--- src/rtl/fetcher.sv ---
// Instruction fetch stage: one AXI4-Lite read per accepted start pulse, with
// misaligned-PC and bus-error reporting so the core can trap instead of decoding.
module fetcher #(
  parameter int unsigned ADDR_WIDTH = 32,
  parameter logic [31:0] NOP_INSTR  = 32'h00000013
) (
  input  logic                  clk,
  input  logic                  rstn,
  input  logic                  enable,
  input  logic [31:0]           pc,
  output logic [31:0]           instr_raw,
  output logic                  completed,
  output logic                  error,
  output logic [ADDR_WIDTH-1:0] axi_araddr,
  output logic                  axi_arvalid,
  input  logic                  axi_arready,
  input  logic [31:0]           axi_rdata,
  input  logic [1:0]            axi_rresp,
  input  logic                  axi_rvalid,
  output logic                  axi_rready
);

  localparam int unsigned DATA_W = 32;
  localparam logic [1:0]  RESP_OKAY = 2'b00;

  localparam logic [1:0] IDLE    = 2'd0;
  localparam logic [1:0] WAIT_AR = 2'd1;
  localparam logic [1:0] WAIT_R  = 2'd2;
  localparam logic [1:0] FAULT   = 2'd3;

  logic [1:0]            state;
  logic [1:0]            state_nxt;
  logic [ADDR_WIDTH-1:0] araddr_nxt;
  logic                  arvalid_nxt;
  logic                  rready_nxt;
  logic                  completed_nxt;
  logic                  error_nxt;
  logic [DATA_W-1:0]     instr_nxt;

  // Next-state and next-output logic; every output is then registered below.
  always_comb begin
    state_nxt     = state;
    araddr_nxt    = axi_araddr;
    arvalid_nxt   = axi_arvalid;
    rready_nxt    = axi_rready;
    completed_nxt = 1'b0;
    error_nxt     = error;
    instr_nxt     = instr_raw;

    case (state)
      IDLE: begin
        if (enable) begin
          if (pc[1:0] == 2'b00) begin
            araddr_nxt  = ADDR_WIDTH'(pc);
            arvalid_nxt = 1'b1;
            state_nxt   = WAIT_AR;
          end else begin
            state_nxt = FAULT;
          end
        end
      end
      WAIT_AR: begin
        if (axi_arvalid && axi_arready) begin
          arvalid_nxt = 1'b0;
          rready_nxt  = 1'b1;
          state_nxt   = WAIT_R;
        end
      end
      WAIT_R: begin
        if (axi_rvalid && axi_rready) begin
          rready_nxt    = 1'b0;
          completed_nxt = 1'b1;
          if (axi_rresp == RESP_OKAY) begin
            instr_nxt = axi_rdata;
            error_nxt = 1'b0;
          end else begin
            instr_nxt = NOP_INSTR;
            error_nxt = 1'b1;
          end
          state_nxt = IDLE;
        end
      end
      FAULT: begin
        completed_nxt = 1'b1;
        error_nxt     = 1'b1;
        instr_nxt     = NOP_INSTR;
        state_nxt     = IDLE;
      end
      default: state_nxt = IDLE;
    endcase
  end

  // Reset abandons any outstanding transaction; the slave is reset alongside.
  always_ff @(posedge clk) begin
    if (!rstn) begin
      state       <= IDLE;
      axi_araddr  <= '0;
      axi_arvalid <= 1'b0;
      axi_rready  <= 1'b0;
      completed   <= 1'b0;
      error       <= 1'b0;
      instr_raw   <= NOP_INSTR;
    end else begin
      state       <= state_nxt;
      axi_araddr  <= araddr_nxt;
      axi_arvalid <= arvalid_nxt;
      axi_rready  <= rready_nxt;
      completed   <= completed_nxt;
      error       <= error_nxt;
      instr_raw   <= instr_nxt;
    end
  end

endmodule

--- config.mk ---
export PLATFORM = sky130hd
export DESIGN_NAME = fetcher
export DESIGN_NICKNAME = d
export VERILOG_FILES = /design/src/rtl/fetcher.sv
export SDC_FILE = /design/constraint.sdc
export NUM_CORES = 1
export LEC_CHECK = 0
export ABC_CLOCK_PERIOD_IN_PS = 3000
export BUFFER_PORTS_ARGS = -buffer_cell sky130_fd_sc_hd__buf_2
export CORE_MARGIN = 4
export CORE_UTILIZATION = 35
export DETAILED_ROUTE_END_ITERATION = 7
export GPL_TIMING_DRIVEN = 1
export PLACE_DENSITY = 0.66
export SYNTH_ARGS = -nofsm -noshare
export SYNTH_HDL_FRONTEND = slang
export SYNTH_SLANG_ARGS = --single-unit
--- constraint.sdc ---
create_clock -name clk -period 3 [get_ports clk]
set_input_delay 0.15 -clock clk [delete_from_list [all_inputs] [get_ports clk]]
set_output_delay 0.15 -clock clk [all_outputs]
set_load 0.01 [all_outputs]
Word-level counts from Yosys, hierarchy flattened
Cells that the tools add are included.
Word-level totals
  output and inout bits: 68
  logic and storage cells: 47
  register bits after elaboration: 70
Cells by class
  equal/unequal tests: 7
  reductions and logical operators: 13
  mux-type cells: 20
Operator list (count)
  2-to-1 mux 32 bit: 2
  case mux 32 bit (2 select lines): 1
  AND reduction 3 bit: 3
  2-to-1 mux 1 bit: 8
  2-to-1 mux 2 bit: 4
  inequality test 2 bit, second input constant: 4
  case mux 1 bit (2 select lines): 4
  case mux 2 bit (4 select lines): 1
  zero test 2 bit: 3
  nonzero test 2 bit: 3
  equality test 2 bit, second input constant: 2
  AND reduction 4 bit: 1
  equality test 2 x 1 -> 1 bit, second input constant: 1
  logical AND 1 bit: 2
  AND reduction 2 bit: 1

Depth between registers and ports, before layout
  word-level depth: 4
  gate-level depth with buffers: 6
  depth with buffers taken out: 3

Least setup slack after synthesis
No wires, ideal clock.
  kind: register to register
  from: reg state[1]
  to: reg axi_araddr[10]
  stages on the path, launching flop included: 7
  path buffers: 3
  library setup time: 0.072 ns
  arrival time: 1.298 ns
  clock period less this slack: 1.370 ns
  data required time: 2.928 ns
  setup slack: 1.630 ns
  path through: dfxtp_1 buf_2 nor3b_1 and2_1 clkbuf_2 buf_4 mux2i_1
On the way
  longest elaborated chain between the ends: 2
RTL lines
  start, declared: line 31  | logic [1:0] state;
  start signal, assigned: line 104  | state <= state_nxt;
  zero test 2 bit: line 50  | case (state)
  AND reduction 3 bit (no source line)
  end signal, assigned: line 105  | axi_araddr <= araddr_nxt;
  end, declared: line 14  | output logic [ADDR_WIDTH-1:0] axi_araddr,
Every way passes these cells.
A chain may end at the register's enable or synchronous reset.

Final worst setup path
  from: reg state[1]
  to: reg axi_araddr[15]
Same word-level chain as after synthesis.

==> flow_summary.json <==
{
  "post-dp-hpwl_um": 4240,
  "drive_above_1_share_pct": 42.2,
  "grtUsageTotal_pct": 14.0,
  "slew-limit-headroom_pct": 39.9,
  "routed_wl_um": 6010,
  "synth.distinct_cells": 28,
  "viasPerCell": 4.56,
  "start_kind": "register",
  "post-route-drc-count": 0,
  "cts-resized-gates": 0,
  "drt-wirelength-per-cell_um": 12.6,
  "hold_buffers": 0,
  "vias": 2165,
  "power_frac_clock_pct": 43.1,
  "ioPinCount": 139,
  "seqPwrFrac_pct": 49.6,
  "initial_core_util_pct": 36.4,
  "crit_type": "register to register",
  "p_per_area_nw_per_um2": 559,
  "nets": 445,
  "synth_nets": 311,
  "dieArea_um2": 8550,
  "setup_tns_ns": 0,
  "synth-seq-cells": 70,
  "fmax_ghz": 0.535,
  "synthArstFlopShare_pct": 0,
  "core_region_area_um2": 6870,
  "first_pass_iters": 4,
  "setup_viol": 0,
  "synth_common_cells": "70 x dfxtp_1, 62 x nand2_1, 30 x mux2i_1, 29 x a22o_1, 8 x clkbuf_1",
  "period_needed_ns": 1.87,
  "final_util_pct": 50.3,
  "portBuffers": 138,
  "seq_area_frac_synth_pct": 56.1,
  "grt_max_degree": 46,
  "peakVddDrop_mv": 0.227,
  "cp_data_arrival_time_ns": 2.13,
  "swShare_pct": 22.3,
  "cts-buffers-inserted": 9,
  "drv_slew": 0,
  "synth_flop_cell": "dfxtp_1",
  "fillCellCount": 662,
  "power_frac_comb_pct": 7.4,
  "whs_ns": 0.0252,
  "yosysTopAreaCell": "dfxtp_1",
  "drv_cap": 0,
  "yosysWarnings": 0,
  "p_int_mw": 1.50,
  "h-tree-depth": 3,
  "worst-path-max-fanout": 30,
  "cellLeakagePower_nw": 1.66,
  "status": "finished, final reports clean",
  "n_antenna_cell": 0,
  "p_sw_mw": 0.432,
  "first_iter_violations": 46,
  "tightest_slew_ns": 0.901,
  "min_period_over_period_pct": 62.3,
  "synthTopCellsByArea": "dfxtp_1 56%, mux2i_1 12%, a22o_1 10%, nand2_1 9.3%, clkbuf_1 1.2%",
  "cp.required_ns": 3.26,
  "critPathSlowestCell": "and2_2",
  "slowest_delay_ns": 0.79,
  "gp_congestion": 0.764,
  "finalHoldViolCount": 0,
  "clkLatencyLatePin_ns": 0.33,
  "syn-cell-area_um2": 2500,
  "post-synth-top-count-cell": "dfxtp_1",
  "core.rowCount": 30,
  "min_path_type": "input port to register",
  "avgSynthCellArea_um2": 10.4,
  "yosysTopAreaCellShare_pct": 56.1,
  "layout-area-overhead-vs-synth_pct": 38.5,
  "ant_nets": 0,
  "grt_pass1_vias": 2043,
  "cts_sinks": 70,
  "antenna_found_initial": 0,
  "path_cells": "nor3b_1, and2_2, mux2i_1",
  "clockRootBuffer": "clkbuf_8",
  "post_cts_buffers": 0,
  "syn_inst": 240,
  "die_w_um": 92.5,
  "skew_ns": 0.00723,
  "synth-edff-count": 0,
  "path_clk_slew_ns": 0.08,
  "worst_setup_path_end_kind": "register",
  "grt.overflow.total": 0,
  "die_y_um": 92.5,
  "rsz0062_at_grt": "false",
  "cts_tree": "yes",
  "grt_pass1_wl_um": 9590,
  "clk_path_buf_depth": 2
}
[layout make-up]
class | instances | area (µm²) | area share (%)
flip-flops and latches | 70 | 1400 | 40.5
multi-input cells | 148 | 986 | 28.5
repair buffers | 141 | 713 | 20.6
clock buffers | 10 | 138 | 3.98
well taps | 96 | 120 | 3.47
clock inverters | 6 | 85.1 | 2.46
inverters | 4 | 15.0 | 0.434
[through the flow]
stage	setup slack, ns	std cells	total power [mW]	area (µm²)
floorplan	1.63	240	1.05	2500
global route	0.930	475	2.03	3460
global placement	1.17	459	1.12	3240
detailed placement	1.12	459	1.12	3240
finish	1.13	475	1.93	3460
CTS	1.10	475	1.97	3460
[per-layer routing]
layer  vias up  part of all wire [%]  GRT usage (%)
li1       1102                     -              -
met1       958                    45           17.5
met2        99                    42           20.3
met3         6                    12           6.99
met4         0                  0.78           5.57
met5         -                     0              0
[final timing paths]
check	from	end	slack, ns	cells after the start
worst min register to register	axi_araddr[23]	axi_araddr[23]	0.46	2
worst max register to register	state[1]	axi_araddr[15]	1.13	3
worst max-delay path	state[1]	axi_araddr[15]	1.13	3
worst min-delay path	axi_rdata[14]	instr_raw[14]	0.03	2
[power groups by stage]
stage | combinational (mW) | clock (mW) | sequential (mW)
6_report | 0.142 | 0.833 | 0.959
3_5_place_dp | 0.144 | 0 | 0.980
5_1_grt | 0.159 | 0.906 | 0.962
2_1_floorplan | 0.0685 | 0 | 0.984
3_3_place_gp | 0.142 | 0 | 0.980
4_1_cts | 0.145 | 0.868 | 0.959
[cell families after synthesis]
logic type,synth area share [%]
AND/OR/NAND/NOR,12.7
multiplexers,12.0
AO/OA/AOI/OAI,14.5
buffers and inverters,4.61
flip-flops,56.1
[cell usage in the layout, fill, tap and decap left out, types with 2 or more instances in the layout]
cell type	instances
o22a_1	3
inv_1	4
clkinvlp_4	2
buf_4	3
clkinv_2	2
a22o_1	29
a21oi_1	3
clkbuf_8	10
nand2_1	62
and3_1	2
bufinv_16	2
buf_2	138
dfxtp_1	70
mux2i_1	30
o21ai_0	4
[state kept, by name, summed over array words and instances, names as in the netlist]
signal / count
completed: 1
error: 1
axi_araddr: 32
instr_raw: 32
axi_rready: 1
axi_arvalid: 1
state: 2
[critical path: cells and delay by family, from the launching register on]
family / cells / cell delay, ns
flip-flops: 1 / 0.40
multiplexers: 1 / 0.26
AND/OR/NAND/NOR: 2 / 1.10
(Power assumes the default switching activity.)
